**src/rtl/led_serial_rx.sv**
```systemverilog
// Purpose: recover channel words and latch-delimited frames from an LED-driver serial chain.
// Latency: o_valid 3 i_clk cycles after the first i_clk edge that samples the final i_clk_ser high.
// Backpressure: none; outputs are pulses/held registers, and the consumer must keep up.
//
// Ports:
//   i_clk, i_rst_n          system clock, async active-low reset
//   i_clk_ser, i_dai, i_lat asynchronous serial clock, data (MSB first) and latch strobe
//   o_data, o_chan, o_valid last completed word, its index in the frame, one-cycle update pulse
//   o_frame, o_count, o_err latch pulse, words in the last frame, last frame malformed
module led_serial_rx #(
  parameter int c_width = 12,
  parameter int c_chans = 16
) (
  input  logic               i_clk,
  input  logic               i_rst_n,
  input  logic               i_clk_ser,
  input  logic               i_dai,
  input  logic               i_lat,
  output logic [c_width-1:0] o_data,
  output logic [7:0]         o_chan,
  output logic               o_valid,
  output logic               o_frame,
  output logic [7:0]         o_count,
  output logic               o_err
);

  localparam int              BW        = $clog2(c_width);
  localparam logic [BW-1:0]   LAST_BIT  = BW'(c_width - 1);
  localparam logic [7:0]      MAX_CHANS = 8'(c_chans);

  // [0],[1] form the synchronizer, [2] is the edge-detect history flop.
  logic [2:0]         ser_sync;
  logic [2:0]         lat_sync;
  logic [1:0]         dai_sync;
  // Data capture flop sits at the same pipeline depth as the registered edge
  // pulses, so the bit taken is the one present when i_clk_ser rose.
  logic               dai_q;
  logic               ser_rise_q;
  logic               lat_rise_q;
  logic [1:0]         arm_cnt;
  logic               armed;

  logic [c_width-1:0] shreg;
  logic [c_width-1:0] shifted;
  logic [BW-1:0]      bit_cnt;
  logic [7:0]         word_idx;

  // Edges are ignored until the synchronizers have filled with post-reset
  // samples, so an input already high at release is not seen as a rise.
  assign armed   = (arm_cnt == 2'd3);
  assign shifted = {shreg[c_width-2:0], dai_q};

  always_ff @(posedge i_clk or negedge i_rst_n) begin
    if (!i_rst_n) begin
      ser_sync   <= '0;
      lat_sync   <= '0;
      dai_sync   <= '0;
      dai_q      <= 1'b0;
      ser_rise_q <= 1'b0;
      lat_rise_q <= 1'b0;
      arm_cnt    <= '0;
      shreg      <= '0;
      bit_cnt    <= '0;
      word_idx   <= '0;
      o_data     <= '0;
      o_chan     <= '0;
      o_valid    <= 1'b0;
      o_frame    <= 1'b0;
      o_count    <= '0;
      o_err      <= 1'b0;
    end else begin
      ser_sync   <= {ser_sync[1:0], i_clk_ser};
      lat_sync   <= {lat_sync[1:0], i_lat};
      dai_sync   <= {dai_sync[0], i_dai};
      dai_q      <= dai_sync[1];
      ser_rise_q <= armed & ser_sync[1] & ~ser_sync[2];
      lat_rise_q <= armed & lat_sync[1] & ~lat_sync[2];
      if (!armed) begin
        arm_cnt <= arm_cnt + 2'd1;
      end

      o_valid <= 1'b0;
      o_frame <= 1'b0;

      if (lat_rise_q) begin
        // A shift edge coinciding with the latch is dropped and flags the frame.
        o_frame  <= 1'b1;
        o_count  <= word_idx;
        o_err    <= (bit_cnt != '0) || (word_idx > MAX_CHANS) || ser_rise_q;
        bit_cnt  <= '0;
        word_idx <= '0;
        shreg    <= '0;
      end else if (ser_rise_q) begin
        shreg <= shifted;
        if (bit_cnt == LAST_BIT) begin
          bit_cnt <= '0;
          o_data  <= shifted;
          o_chan  <= word_idx;
          o_valid <= 1'b1;
          if (word_idx != 8'hFF) begin
            word_idx <= word_idx + 8'd1;
          end
        end else begin
          bit_cnt <= bit_cnt + BW'(1);
        end
      end
    end
  end

endmodule

```
**config.mk**
```make
export PLATFORM = sky130hd
export DESIGN_NAME = led_serial_rx
export DESIGN_NICKNAME = d
export VERILOG_FILES = /design/src/rtl/led_serial_rx.sv
export SDC_FILE = /design/constraint.sdc
export NUM_CORES = 1
export LEC_CHECK = 0
export BUFFER_PORTS_ARGS = -buffer_cell sky130_fd_sc_hd__buf_2
export CAP_MARGIN = 20
export CORE_AREA = 2 2 77 108
export DETAILED_ROUTE_END_ITERATION = 8
export DIE_AREA = 0 0 79 110
export PLACE_DENSITY = 0.55
export SETUP_SLACK_MARGIN = 0.15
export SLEW_MARGIN = 20
export SYNTH_ARGS = -nofsm -noshare
export SYNTH_HDL_FRONTEND = slang
export SYNTH_SLANG_ARGS = --single-unit
```
**constraint.sdc**
```tcl
create_clock -name i_clk -period 2.2 [get_ports i_clk]
set_input_delay 0.44 -clock i_clk [delete_from_list [all_inputs] [get_ports i_clk]]
set_output_delay 0.44 -clock i_clk [all_outputs]
set_load 0.02 [all_outputs]
```
==> impl_metrics.ini <==
[outcome]
status = finished, final reports clean

[worst_setup_path]
critical_path_class = flop to flop
critPathLaunchType = flop
cp_data_arrival_time_ns = 1.81
worst_setup_path_end_kind = flop
critPathMaxFanout = 11
crit_required_ns = 2.41

[cts]
path_clk_slew_ns = 0.08
cts.hold.buffers_added = 0
root_buffer = clkbuf_8
post_cts_resized = 0
cts_buffer_depth = 2
cts_tree = done
numCtsBuffers = 9
h-tree-depth = 3
insertion_delay_ns = 0.34
post_cts_buffers = 0
cts_sinks = 67

[yosys]
yosysMostFrequentCell = dfrtp_1
synth-edff-count = 0
synthCells = 195
synthTopCellsByArea = dfrtp_1 (63%), mux2_2 (12%), mux2i_1 (5.3%)
yosys-top-cells-count = dfrtp_1 (67), mux2_2 (28), nor2_1 (27)
ys_ff_latch = 67
seq_area_frac_synth_pct = 63.4
synth-async-reset-ratio_pct = 100
postSynthAreaPerCell_um2 = 13.6
ys.flop_type = dfrtp_1
synth_nets = 205
yosys.area.top_type = dfrtp_1
ys_warn_count = 0
synth_cell_types = 32
yosysTopAreaCellShare_pct = 63.4
netlist_area_um2 = 2640

[placement]
gpl.final_weighted_congestion = 0.703
io_buffers = 35
place_area_um2 = 2950
dp_hpwl_mm = 2.90

[pwr]
power_density_nw_per_um2 = 739
seqPwrFrac_pct = 55.7
clkPwrFrac_pct = 38.8
p_leak_nw = 1.61
p_int_mw = 1.72
pwr-share-comb_pct = 5.4
netSwitchingFraction_pct = 25.3
p_sw_mw = 0.584
ir_drop_mv = 0.361

[die]
die_h_um = 110
dieArea_um2 = 8690
core.rowCount = 38
die_width_um = 79
io_pins = 36
core_area_um2 = 7700
start_util_pct = 34.3

[timing]
drv_slew = 0
slew_headroom_pct = 74.2
fin_worst_skew_ns = 0.00853
rsz0062_at_grt = false
period_share_pct = 72.6
fin_crit_ns = 1.60
hold_violations = 0
tightestPinTransition_ns = 0.388
report.final.setup_viol = 0
clock.fmax_mhz = 626
finalSetupTns_ns = 0

[route]
drt-pass1-iter-count = 4
post_drt_wl_per_cell_um = 13.2
dr_total_vias = 1590
vias_per_cell = 4.65
drcViolationCount = 0
wl_mm = 4.51
drt_iter0_drc = 87
ant_nets = 0

[layout]
utilization_pct = 40.6
drive_gt1_share_pct = 36.0
fillers = 763
fin_nets = 247
multi_input_area_um2 = 907
seq_area_um2 = 1680
diodes = 0
area_growth_pct = 18.2
finish.instance_area_um2 = 3120

[run]
cap_violations = 0

[global_routing]
grt_pass1_vias = 1630
grt_pass1_wl_mm = 7.96
grt_use_total_pct = 12.0
grt_max_degree = 68
grt_overflow_total = 0
antenna_found_initial = 0

[min_path]
hold_class = primary input to asynchronous set/reset pin
## cell type report
| class | count | share of cell area (%) |
|---|---|---|
| flip-flops and latches | 67 | 53.7 |
| multi-input cells | 115 | 29.0 |
| repair buffers | 40 | 7.21 |
| well taps | 100 | 4.00 |
| clock buffers | 9 | 3.96 |
| clock inverters | 7 | 1.64 |
| inverters | 4 | 0.481 |
## power by group through the flow
| stage | Combinational (mW) | Clock [mW] | Sequential, mW |
|---|---|---|---|
| floorplan | 0.0696 | 0 | 1.31 |
| finish | 0.126 | 0.896 | 1.29 |
| detailed placement | 0.129 | 0 | 1.31 |
| global placement | 0.128 | 0 | 1.31 |
| CTS | 0.130 | 0.932 | 1.29 |
| global route | 0.151 | 0.991 | 1.29 |
## metrics by stage
step | instances | power (mW) | hold slack (ns) | worst slack, ns
4_1_cts | 342 | 2.35 | 0.117 | 0.580
3_5_place_dp | 326 | 1.44 | 0.335 | 0.606
6_report | 342 | 2.31 | 0.113 | 0.602
3_3_place_gp | 326 | 1.44 | 0.334 | 0.655
2_1_floorplan | 195 | 1.38 | 0.144 | 0.694
5_1_grt | 342 | 2.43 | 0.130 | 0.484
## logic make-up after synthesis
kind of cell	share of synthesized area [%]
DFF	63.4
and+or+nand+nor	8.33
muxes	17.7
AOI/OAI and AO/OA	3.22
buffers and inverters	2.37
xor gates and xnor gates	2.65
adders and majority gates	2.37
## state kept, by name (all words and copies together), names as in the netlist
register and cells:
o_count 8, ser_sync 3, ser_rise_q 1, word_idx 8, lat_sync 3, o_err 1
dai_sync 2, shreg 11, o_data 12, arm_cnt 2, o_valid 1, o_chan 8
o_frame 1, lat_rise_q 1, dai_q 1, bit_cnt 4
## per-layer routing
layer	GRT usage [%]	routed length, µm	share of wire (%)
met5	0	0	0
met2	18.8	2160	48
met1	15.0	2070	46
met4	5.54	83	1.8
met3	3.91	197	4.4
## worst paths after layout
check / from / end / slack [ns] / cells after the start
max: bit_cnt[0] / o_data[1] / 0.60 / 5
min: i_rst_n / o_count[3] / 0.11 / 2
min in group i_clk: i_lat / lat_sync[0] / 0.20 / 1
max in group asynchronous: i_rst_n / shreg[8] / 1.81 / 2
max reg2reg: bit_cnt[0] / o_data[1] / 0.60 / 5
min reg2reg: ser_sync[0] / ser_sync[1] / 0.35 / 0
## worst max-delay path, cell delays in order (launching register included)
cell	delay (ns)
dfrtp_1	0.40
ha_1	0.22
nand4b_1	0.16
nor2_2	0.14
buf_4	0.21
mux2_1	0.34
## cell usage in the layout (no fill, tap or decap), drive strengths merged
master	n
dfrtp	67
buf	40
mux2	29
nor2	27
mux2i	14
clkbuf	9
nand2	7
inv	6
ha	5
xnor2	4
a21oi	4
xor2	4
o211ai	3
o21ai	3
clkinv	3
nand4b	2
clkinvlp	2
and3	2
and2	1
nand4	1
nand3	1
and4b	1
o31ai	1
or4	1
o2111ai	1
nor3	1
nor4b	1
a21boi	1
and4bb	1
(Power assumes the default switching activity.)
